--- src/rtl/adder_share_sched_pkg.sv ---
// Shared defaults and helpers for the adder-sharing scheduler.
package adder_sched_pkg;

  localparam int WIDTH_DEF = 8;
  localparam int NREQ_DEF  = 4;
  // Upper bounds for the operand-slice helper: up to 8 requesters of up to 32 bits.
  localparam int MAX_W     = 32;
  localparam int MAX_N     = 8;

  function automatic int clog2(input int n);
    int r;
    r = 0;
    while ((1 << r) < n) r++;
    return r;
  endfunction

  function automatic logic [MAX_W-1:0] op_slice(input logic [MAX_N*MAX_W-1:0] vec,
                                                input int unsigned idx,
                                                input int unsigned w);
    logic [MAX_N*MAX_W-1:0] sh;
    sh = vec >> (idx * w);
    return sh[MAX_W-1:0];
  endfunction

endpackage

--- src/rtl/adder_share_sched_if.sv ---
// Requester, shared-adder and response signals of the adder-sharing scheduler.
interface adder_share_sched_if import adder_sched_pkg::*; #(
  parameter int WIDTH = WIDTH_DEF,
  parameter int NREQ  = NREQ_DEF
) ();
  localparam int IDW = clog2(NREQ);

  logic [NREQ-1:0]       req_valid;
  logic [NREQ-1:0]       req_ready;
  logic [NREQ*WIDTH-1:0] req_a;
  logic [NREQ*WIDTH-1:0] req_b;
  logic [WIDTH-1:0]      add_a;
  logic [WIDTH-1:0]      add_b;
  logic [WIDTH-1:0]      add_sum;
  logic                  rsp_valid;
  logic                  rsp_ready;
  logic [IDW-1:0]        rsp_id;
  logic [WIDTH-1:0]      rsp_sum;

  modport master (
    output req_valid, req_a, req_b, add_sum, rsp_ready,
    input  req_ready, add_a, add_b, rsp_valid, rsp_id, rsp_sum
  );

  modport slave (
    input  req_valid, req_a, req_b, add_sum, rsp_ready,
    output req_ready, add_a, add_b, rsp_valid, rsp_id, rsp_sum
  );

endinterface

--- src/rtl/adder_share_sched_rr_arbiter.sv ---
// Rotate-priority pick among NREQ requesters, starting after last_grant.
// ADDER_SCHED_FIXED_PRIO_EN switches to fixed priority (lowest index wins).
module rr_arbiter import adder_sched_pkg::*; #(
  parameter int NREQ = NREQ_DEF,
  parameter int IDW  = clog2(NREQ_DEF)
) (
  input  logic [NREQ-1:0] req,
  input  logic            en,
  input  logic [IDW-1:0]  last_grant,
  output logic [NREQ-1:0] grant,
  output logic [IDW-1:0]  grant_idx
);

  logic [IDW-1:0] cand;
  logic           found;

  always_comb begin
    grant     = '0;
    grant_idx = '0;
    found     = 1'b0;
    cand      = '0;
    for (int k = 0; k < NREQ; k++) begin
`ifdef ADDER_SCHED_FIXED_PRIO_EN
      cand = IDW'(k);
`else
      cand = IDW'((int'(last_grant) + k + 1) % NREQ);
`endif
      if (en && !found && req[cand]) begin
        found       = 1'b1;
        grant[cand] = 1'b1;
        grant_idx   = cand;
      end
    end
  end

endmodule

--- src/rtl/adder_share_sched.sv ---
// Time-shares one external combinational adder between NREQ requesters (issue + response stage).
// ADDER_SCHED_FIXED_PRIO_EN selects fixed-priority arbitration instead of round-robin.
module adder_share_sched import adder_sched_pkg::*; #(
  parameter int WIDTH = WIDTH_DEF,
  parameter int NREQ  = NREQ_DEF
) (
  input logic               CLK,
  input logic               RST,
  adder_share_sched_if.slave bus
);

  localparam int             IDW      = clog2(NREQ);
  localparam logic [IDW-1:0] LAST_RST = IDW'(NREQ - 1);

  logic                   vld_p1;
  logic [IDW-1:0]         id_p1;
  logic [WIDTH-1:0]       add_a_p1;
  logic [WIDTH-1:0]       add_b_p1;
  logic                   vld_p2;
  logic [IDW-1:0]         id_p2;
  logic [WIDTH-1:0]       sum_p2;
  logic [IDW-1:0]         last_grant;
  logic                   s2_adv;
  logic                   s1_adv;
  logic                   can_issue;
  logic [NREQ-1:0]        grant;
  logic [IDW-1:0]         gnt_idx;
  logic [MAX_N*MAX_W-1:0] req_a_w;
  logic [MAX_N*MAX_W-1:0] req_b_w;

  assign s2_adv    = !vld_p2 || bus.rsp_ready;
  assign s1_adv    = vld_p1 && s2_adv;
  assign can_issue = !vld_p1 || s2_adv;
  assign req_a_w   = (MAX_N*MAX_W)'(bus.req_a);
  assign req_b_w   = (MAX_N*MAX_W)'(bus.req_b);

  // Grant is suppressed while reset is held so no requester sees a phantom accept.
  rr_arbiter #(.NREQ(NREQ), .IDW(IDW)) u_arb (
    .req        (bus.req_valid),
    .en         (can_issue && !RST),
    .last_grant (last_grant),
    .grant      (grant),
    .grant_idx  (gnt_idx)
  );

`ifdef ADDER_SCHED_FIXED_PRIO_EN
  assign last_grant = LAST_RST;
`else
  always_ff @(posedge CLK or posedge RST) begin
    if (RST) begin
      last_grant <= LAST_RST;
    end else if (can_issue && |grant) begin
      last_grant <= gnt_idx;
    end
  end
`endif

  // Stage 1: issue -- operands of the winner drive the shared adder.
  always_ff @(posedge CLK or posedge RST) begin
    if (RST) begin
      vld_p1   <= 1'b0;
      id_p1    <= '0;
      add_a_p1 <= '0;
      add_b_p1 <= '0;
    end else if (can_issue) begin
      vld_p1 <= |grant;
      if (|grant) begin
        id_p1    <= gnt_idx;
        add_a_p1 <= WIDTH'(op_slice(req_a_w, 32'(gnt_idx), 32'(WIDTH)));
        add_b_p1 <= WIDTH'(op_slice(req_b_w, 32'(gnt_idx), 32'(WIDTH)));
      end
    end
  end

  // Stage 2: response -- frozen while the consumer withholds rsp_ready.
  always_ff @(posedge CLK or posedge RST) begin
    if (RST) begin
      vld_p2 <= 1'b0;
      id_p2  <= '0;
      sum_p2 <= '0;
    end else if (s1_adv) begin
      vld_p2 <= 1'b1;
      id_p2  <= id_p1;
      sum_p2 <= bus.add_sum;
    end else if (bus.rsp_ready) begin
      vld_p2 <= 1'b0;
    end
  end

  assign bus.req_ready = grant;
  assign bus.add_a     = add_a_p1;
  assign bus.add_b     = add_b_p1;
  assign bus.rsp_valid = vld_p2;
  assign bus.rsp_id    = id_p2;
  assign bus.rsp_sum   = sum_p2;

endmodule

--- src/flat_wrapper.sv ---
// flat-port wrapper written by rule: the top's interface ports become plain ports
module adder_share_sched_flat import adder_sched_pkg::*;
#(
  parameter int WIDTH = WIDTH_DEF,
  parameter int NREQ  = NREQ_DEF
)
  (CLK, RST, bus_req_valid, bus_req_a, bus_req_b, bus_add_sum, bus_rsp_ready, bus_req_ready, bus_add_a, bus_add_b, bus_rsp_valid, bus_rsp_id, bus_rsp_sum);
  adder_share_sched_if #(.WIDTH(WIDTH), .NREQ(NREQ)) bus_i ();
  input logic CLK;
  input logic RST;
  input wire logic [$bits(bus_i.req_valid)-1:0] bus_req_valid;
  input wire logic [$bits(bus_i.req_a)-1:0] bus_req_a;
  input wire logic [$bits(bus_i.req_b)-1:0] bus_req_b;
  input wire logic [$bits(bus_i.add_sum)-1:0] bus_add_sum;
  input wire logic [$bits(bus_i.rsp_ready)-1:0] bus_rsp_ready;
  output wire logic [$bits(bus_i.req_ready)-1:0] bus_req_ready;
  output wire logic [$bits(bus_i.add_a)-1:0] bus_add_a;
  output wire logic [$bits(bus_i.add_b)-1:0] bus_add_b;
  output wire logic [$bits(bus_i.rsp_valid)-1:0] bus_rsp_valid;
  output wire logic [$bits(bus_i.rsp_id)-1:0] bus_rsp_id;
  output wire logic [$bits(bus_i.rsp_sum)-1:0] bus_rsp_sum;
  assign bus_i.req_valid = bus_req_valid;
  assign bus_i.req_a = bus_req_a;
  assign bus_i.req_b = bus_req_b;
  assign bus_i.add_sum = bus_add_sum;
  assign bus_i.rsp_ready = bus_rsp_ready;
  assign bus_req_ready = bus_i.req_ready;
  assign bus_add_a = bus_i.add_a;
  assign bus_add_b = bus_i.add_b;
  assign bus_rsp_valid = bus_i.rsp_valid;
  assign bus_rsp_id = bus_i.rsp_id;
  assign bus_rsp_sum = bus_i.rsp_sum;
  adder_share_sched #(.WIDTH(WIDTH), .NREQ(NREQ)) u_core (.CLK(CLK), .RST(RST), .bus(bus_i));
endmodule
--- config.mk ---
export PLATFORM = sky130hd
export DESIGN_NAME = adder_share_sched_flat
export DESIGN_NICKNAME = d
export VERILOG_FILES = /design/src/rtl/adder_share_sched_pkg.sv /design/src/rtl/adder_share_sched_if.sv /design/src/rtl/adder_share_sched_rr_arbiter.sv /design/src/rtl/adder_share_sched.sv /design/src/flat_wrapper.sv
export SDC_FILE = /design/constraint.sdc
export NUM_CORES = 1
export LEC_CHECK = 0
export ABC_AREA = 1
export CAP_MARGIN = 10
export CELL_PAD_IN_SITES_DETAIL_PLACEMENT = 1
export CELL_PAD_IN_SITES_GLOBAL_PLACEMENT = 2
export CORE_AREA = 2 2 108 110
export DETAILED_ROUTE_END_ITERATION = 6
export DIE_AREA = 0 0 110 112
export PLACE_DENSITY_LB_ADDON = 0.1
export SLEW_MARGIN = 10
export SYNTH_ARGS = -nofsm -noshare
export SYNTH_HDL_FRONTEND = slang
export SYNTH_SLANG_ARGS = --single-unit
--- constraint.sdc ---
create_clock -name CLK -period 3.05 [get_ports CLK]
set_input_delay 0.4575 -clock CLK [delete_from_list [all_inputs] [get_ports CLK]]
set_output_delay 0.4575 -clock CLK [all_outputs]
set_load 0.02 [all_outputs]
* Word level (Yosys, flattened, before mapping)
Index checks and enable logic that the tools add are counted.
** Storage, ports and cells
- Register bits :: 32
- Bits of input ports :: 79
- Output and inout bits :: 31
** Operators by class
- Add/sub/neg operators :: 6
- $lt $le $gt $ge :: 8
- Shift operators :: 2
- Mux-type cells :: 29
- Bitwise gates (word level) :: 3
- Reductions and logical operators :: 25
** Operators by type and width (count)
- >> shifter 32 x 5 -> 8 bit :: 2
- 2-to-1 mux 4 bit :: 4
- logical AND 1 bit :: 14
- 2-to-1 mux 1 bit :: 13
- less-than comparator 2 x 3 -> 1 bit (second input constant) :: 4
- bitwise OR 4 bit :: 3
- adder 2 x 1 -> 2 bit (second input constant) :: 4
- binary-select mux 1 bit (select 2 bit) :: 4
- demux 1 bit (select 2 bit) :: 4
- greater-or-equal comparator 2 x 1 -> 1 bit (second input constant) :: 4
- 2-to-1 mux 2 bit :: 4
- zero test 1 bit :: 6
- adder 2 bit (second input constant) :: 2
- OR reduction 4 bit :: 1
- logical OR 1 bit :: 2
- AND reduction 2 bit :: 1
- nonzero test 2 bit :: 1

* Longest topological paths before layout
- Depth in word-level cells :: 20
- Mapped depth :: 17

* By module
From an unflattened synthesis, not the netlist that was laid out.
** Unflattened totals
- Cell total of the unflattened synthesis :: 411
- Area, all modules :: 2547.4 sq um
** By module, submodules not included
- adder_share_sched :: instances 1, cells each 326, area an instance 2035.7 sq um
- rr_arbiter :: instances 1, cells each 85, area an instance 511.7 sq um

* Least setup slack after synthesis
Ideal clock, no wire load.
- Path type :: in2reg
- Start :: input port RST
- End :: register u_core.add_a_p1[0], in the netlist u_core.bus.add_a[0]
- Library setup time :: 117 ps
- Data arrival time :: 2405 ps
- Data required time :: 2933 ps
- Slack :: 528 ps
- Cell stages on the path :: 13
- Buffers on the path :: 1
- Cell sequence :: inv_1 -> nand2_1 -> inv_1 -> nand2_2 -> nor2_4 -> a21oi_1 -> nand3_1 -> nor2_2 -> nand2_4 -> inv_6 -> buf_8 -> nand2_1 -> nand2_1
** Between the ends
- Longest elaborated chain between the ends :: 18
** RTL lines
- from (decl) :: RTL line flat_wrapper.sv:10 : input logic RST;
- zero test 1 bit * :: RTL line adder_share_sched.sv:40 : .en (can_issue && !RST),
- logical AND 1 bit * :: RTL line adder_share_sched.sv:40
- logical AND 1 bit :: RTL line adder_share_sched_rr_arbiter.sv:28 : if (en && !found && req[cand]) begin
- 2-to-1 mux 1 bit :: RTL line adder_share_sched_rr_arbiter.sv:28
- zero test 1 bit :: RTL line adder_share_sched_rr_arbiter.sv:28
- logical AND 1 bit (2 in a row) :: RTL line adder_share_sched_rr_arbiter.sv:28
- 2-to-1 mux 1 bit :: RTL line adder_share_sched_rr_arbiter.sv:28
- zero test 1 bit :: RTL line adder_share_sched_rr_arbiter.sv:28
- logical AND 1 bit (2 in a row) :: RTL line adder_share_sched_rr_arbiter.sv:28
- 2-to-1 mux 1 bit :: RTL line adder_share_sched_rr_arbiter.sv:28
- zero test 1 bit :: RTL line adder_share_sched_rr_arbiter.sv:28
- logical AND 1 bit (2 in a row) :: RTL line adder_share_sched_rr_arbiter.sv:28
- 2-to-1 mux 4 bit * :: RTL line adder_share_sched_rr_arbiter.sv:28
- named net bus_req_ready[3] :: RTL line flat_wrapper.sv:16 : output wire logic [$bits(bus_i.req_ready)-1:0] bus_req_ready;
- OR reduction 4 bit * :: RTL line adder_share_sched.sv:67 : if (|grant) begin
- AND reduction 2 bit (no line) *
- to (signal assigned) :: RTL line adder_share_sched.sv:69 : add_a_p1 <= WIDTH'(op_slice(req_a_w, 32'(gnt_idx), 32'(WIDTH)));
- to (decl) :: RTL line adder_share_sched.sv:17 : logic [WIDTH-1:0] add_a_p1;
The timed path passes the listed nets; every way through them passes the cells marked *.
A chain may end at the register's enable or synchronous reset.

* Final worst setup path
- Start :: register u_core.last_grant[1]
- End :: output port bus_req_ready[2]
** Between the ends
- Longest elaborated chain between the ends :: 17
** RTL lines
- from (decl) :: RTL line adder_share_sched.sv:22 : logic [IDW-1:0] last_grant;
- from (signal assigned) :: RTL line adder_share_sched.sv:53 : last_grant <= gnt_idx;
- parallel branches: the longest is 16 deep, another holds less-than comparator 2 x 3 -> 1 bit
- 2-to-1 mux 4 bit * :: RTL line adder_share_sched_rr_arbiter.sv:28
- to (decl) :: RTL line flat_wrapper.sv:16
Mark *: on every way between the ends. The select of a mux whose other input is x is not followed.

==> parameters.txt <==
Parameter                              Value

Power and ir drop
  Total power after layout ... just over 4 mW
  Switch Pwr ... ~2 mW
  Worst vdd rail ir drop ... roughly 0.66 mV
  Internal Pwr Total ... 2.06 mW
  Combinational cell fraction of total power ... roughly 67%
  Power per standard cell area ... between 1000 and 1500 mW/mm^2
  Clock Power Share ... ~14%
  Proportion of power drawn by flip-flops and latches ... about a fifth
  Fraction of power spent switching nets ... between 40 and 50%
  P_leak ... 1.68 nW

Clock tree
  Cts-stage hold buffer count ... 0
  CTS tree ... built
  Number of buffers added by the clock tree synthesis step ... 5
  Clk Tree Root Cell ... clkbuf_16
  Clk Latency, worst-skew pair ... 0.28 ns
  Clock net sink count ... 32
  Maximum level of the CTS H-tree ... 2
  CTS clk-pin slew, worst paths ... 0.06 ns
  Longest Clk Path Bufs ... 2

Drt
  Router iterations before antenna repair ... 4
  DRC violations left ... 0
  Post-detailed-route wirelength per cell ... 15.5 um
  DR vias/cell ... ~4.5
  Iteration-0 DRC count of the detailed router ... 48
  Antenna violation net count after detailed routing ... 0
  Via total after detailed routing ... 2530
  Final routed wirelength across all metal layers ... between 8 and 9 mm

Setup path
  Worst r2r path cells ... 14
  Worst-case register-to-register setup slack ... 0.35 ns
  Critical R2R Launch ... u_core.last_grant[1]
  Critical Path Sink Type ... primary output
  Start point of the critical path ... u_core.last_grant[1]
  Worst setup path class ... register to primary output
  Endpoint arrival time on the critical path ... roughly 2.4 ns
  Endpoint of the most critical register-to-register path ... u_core.bus.add_a[6]
  Worst-path fanout max ... 7
  Kind of start point of the critical path ... register
  Data required time of the worst path ... ~2.6 ns

Placement
  Count of port buffers added during placement ... 109
  Placed Instances ... about 560
  Placement Setup Slack ... around 0.017 ns
  Detailed Place HPWL ... around 6.6 mm
  Final weighted congestion in routability-driven placement ... around 0.78
  Placed Instance Area ... 0.00358 sq mm

GRT
  Largest net degree at the start of global routing ... 34
  Total Routing Usage GR ... 14.9%
  Number of antenna violations at the first check in global routing ... 0
  Number of global-route vias before repair ... between 2000 and 3000
  First-pass GRT wire length ... 14.0 mm
  GR Overflow Total ... 0

Synth
  Post-Synthesis Net Count ... 403
  Synth Area in Compound Gates ... under 10%
  Adder-cell share of the synthesized area ... slightly above 4%
  Post-synthesis simple-gate area fraction ... about 46%
  Cell Area, Synth ... roughly 0.0024 sq mm
  Number of instances in the synthesized netlist ... around 320
  FF+latch count, synth ... 32
  Share of synthesized area spent on multiplexers ... 3.73%
  Yosys warning count ... 0
  Main combinational cell family by area after synthesis ... simple AND/OR/NAND/NOR gates
  Yosys cell types ... 28
  Average cell area after synthesis ... 7.64 sq um
  Sequential cell area fraction in the yosys report ... about a third
  Xor/xnor share of the synthesized area ... 0%

STA
  Fin. max-slew vios ... 0
  Fin Clk Skew ... roughly 0.0037 ns
  Max Clock Freq ... 0.348 GHz
  Slew at the pin closest to its max-slew limit ... 0.486 ns
  Hold Fails Final Rpt ... 0
  Time the worst path needs with I/O delays and setup ... approximately 2.9 ns
  Worst hold slack ... 0.484 ns
  Final count of negative-setup-slack endpoints ... 0
  Headroom to the max-slew limit ... 67.5%
  Final sum of negative setup slack ... 0 ns
  Smallest setup slack after layout ... about 0.18 ns
  Setup repair after global routing missed its margin ... no
  Part of the cycle the worst path needs ... a little over nine tenths

Die
  Die Span X ... 110 um
  Die Y ... between 100 and 150 um
  Floorplan die area ... roughly 0.012 sq mm
  Row count ... 39
  I/O pins ... 110
  Starting density of the core ... between 20% and 30%
  Core Footprint ... 0.0112 sq mm

Cells and area
  Core utilization of the finished layout ... about a third
  Layout Nets ... 508
  Synthesis-to-finish area growth ... 55.3%
  Number of standard cells in the final layout excluding fillers ... 565
  Design Area, Final ... between 0.003 and 0.004 sq mm
  Total inserted antenna cells ... 0
  Ratio of cells with drive above 1 in the final layout ... ~15%

Hold path
  Start point of the worst hold path ... u_core.bus.add_a[0]
  Cell depth of the worst min-delay path ... 2
  Type of the tightest min-delay check ... register to register
  Worst Hold Endpoint ... u_core.bus.add_a[0]

Run
  Max cap viols ... 0

Outcome
  Run status ... finished clean
-- power groups by stage --
stage | sequential (mW) | clock (mW) | combinational [mW]
2_1_floorplan | 0.982 | 0 | 1.76
3_3_place_gp | 0.770 | 0 | 2.75
3_5_place_dp | 0.779 | 0 | 2.77
4_1_cts | 0.776 | 0.608 | 2.77
5_1_grt | 0.806 | 0.625 | 3.03
6_report | 0.771 | 0.586 | 2.71
-- Yosys cell counts, drive strengths merged --
master,number,area (sq um)
nand2,105,459
dfrtp,30,751
nor2,10,57.6
mux2,8,90.1
dfstp,2,52.6
inv,20,87.6
buf,16,145
o21ai,6,30.0
nand3,104,583
nand4,1,6.26
ha,8,100
a21oi,6,52.6
-- worst max-delay path, stage by stage (launching register included) --
cell and delay [ns]:
dfstp_2 0.59, inv_1 0.16, ha_4 0.28, inv_1 0.11, nand3_1 0.11, nand2_2 0.09
nand3_2 0.09, nor2_4 0.19, nand2_1 0.08, nand3_2 0.09, dlygate4sd2_1 0.33
-- cell type report --
class	instances	area [sq um]
Fill cell	1358	7420
Sequential cell	32	803
Clock buffer	5	125
Timing Repair Buffer	114	1110
Multi-Input combinational cell	248	1400
Tap cell	143	179
Clock inverter	3	42.5
Inverter	20	87.6
-- state kept, by name (all words and copies together) (netlist names) --
| register | cells |
|---|---|
| u_core.bus.rsp_sum | 8 |
| u_core.vld_p1 | 1 |
| u_core.bus.add_b | 8 |
| u_core.bus.add_a | 8 |
| u_core.last_grant | 2 |
| u_core.bus.rsp_valid | 1 |
| u_core.bus.rsp_id | 2 |
| u_core.id_p1 | 2 |
-- cells by family after synthesis --
| logic type | Yosys count |
|---|---|
| compound gates | 12 |
| fa+ha+maj | 8 |
| buf+inv | 36 |
| flops | 32 |
| mux | 8 |
| simple gates | 220 |
-- metal layers --
| metal | share of wire, % | track usage [%] | wire length (um) |
|---|---|---|---|
| met1 | 44 | 18.7 | 3810 |
| met5 | 0 | 0 | 0 |
| met2 | 48 | 23.9 | 4160 |
| met3 | 7.8 | 5.80 | 686 |
| met4 | 1.1 | 3.54 | 93 |
-- worst max path at each step --
stage	to	slack, ns	cells after the start
2_1_floorplan	u_core.bus.add_a[0]	0.53	13
5_1_grt	bus_req_ready[2]	0.01	10
3_3_place_gp	bus_req_ready[3]	0.11	10
3_5_place_dp	bus_req_ready[3]	0.02	10
6_report	bus_req_ready[2]	0.18	10
4_1_cts	bus_req_ready[3]	0.04	10
-- timing repair --
item | 4_1_cts | 5_1_grt
pin swaps | 0 | 0
endpoints found under the hold margin | 0 | 0
gates resized for setup | 5 | 8
endpoints found under the setup margin | 4 | 10
setup buffers | 0 | 0
-- cell usage in the layout, fill, tap and decap left out, types with 3 or more instances in the layout --
| cell type | synthesis | layout |
|---|---|---|
| clkdlybuf4s50_1 | 0 | 105 |
| nand3_1 | 93 | 93 |
| nand2_1 | 91 | 91 |
| dfrtp_1 | 30 | 30 |
| inv_1 | 16 | 16 |
| nand3_2 | 10 | 10 |
| mux2_2 | 8 | 8 |
| nand2_2 | 8 | 8 |
| ha_1 | 8 | 7 |
| nor2_1 | 6 | 6 |
| nand2_4 | 6 | 5 |
| clkbuf_16 | 0 | 5 |
| buf_4 | 4 | 5 |
| o21ai_1 | 4 | 4 |
| a21oi_2 | 3 | 3 |
| clkbuf_2 | 0 | 3 |
(Power assumes the default switching activity.)
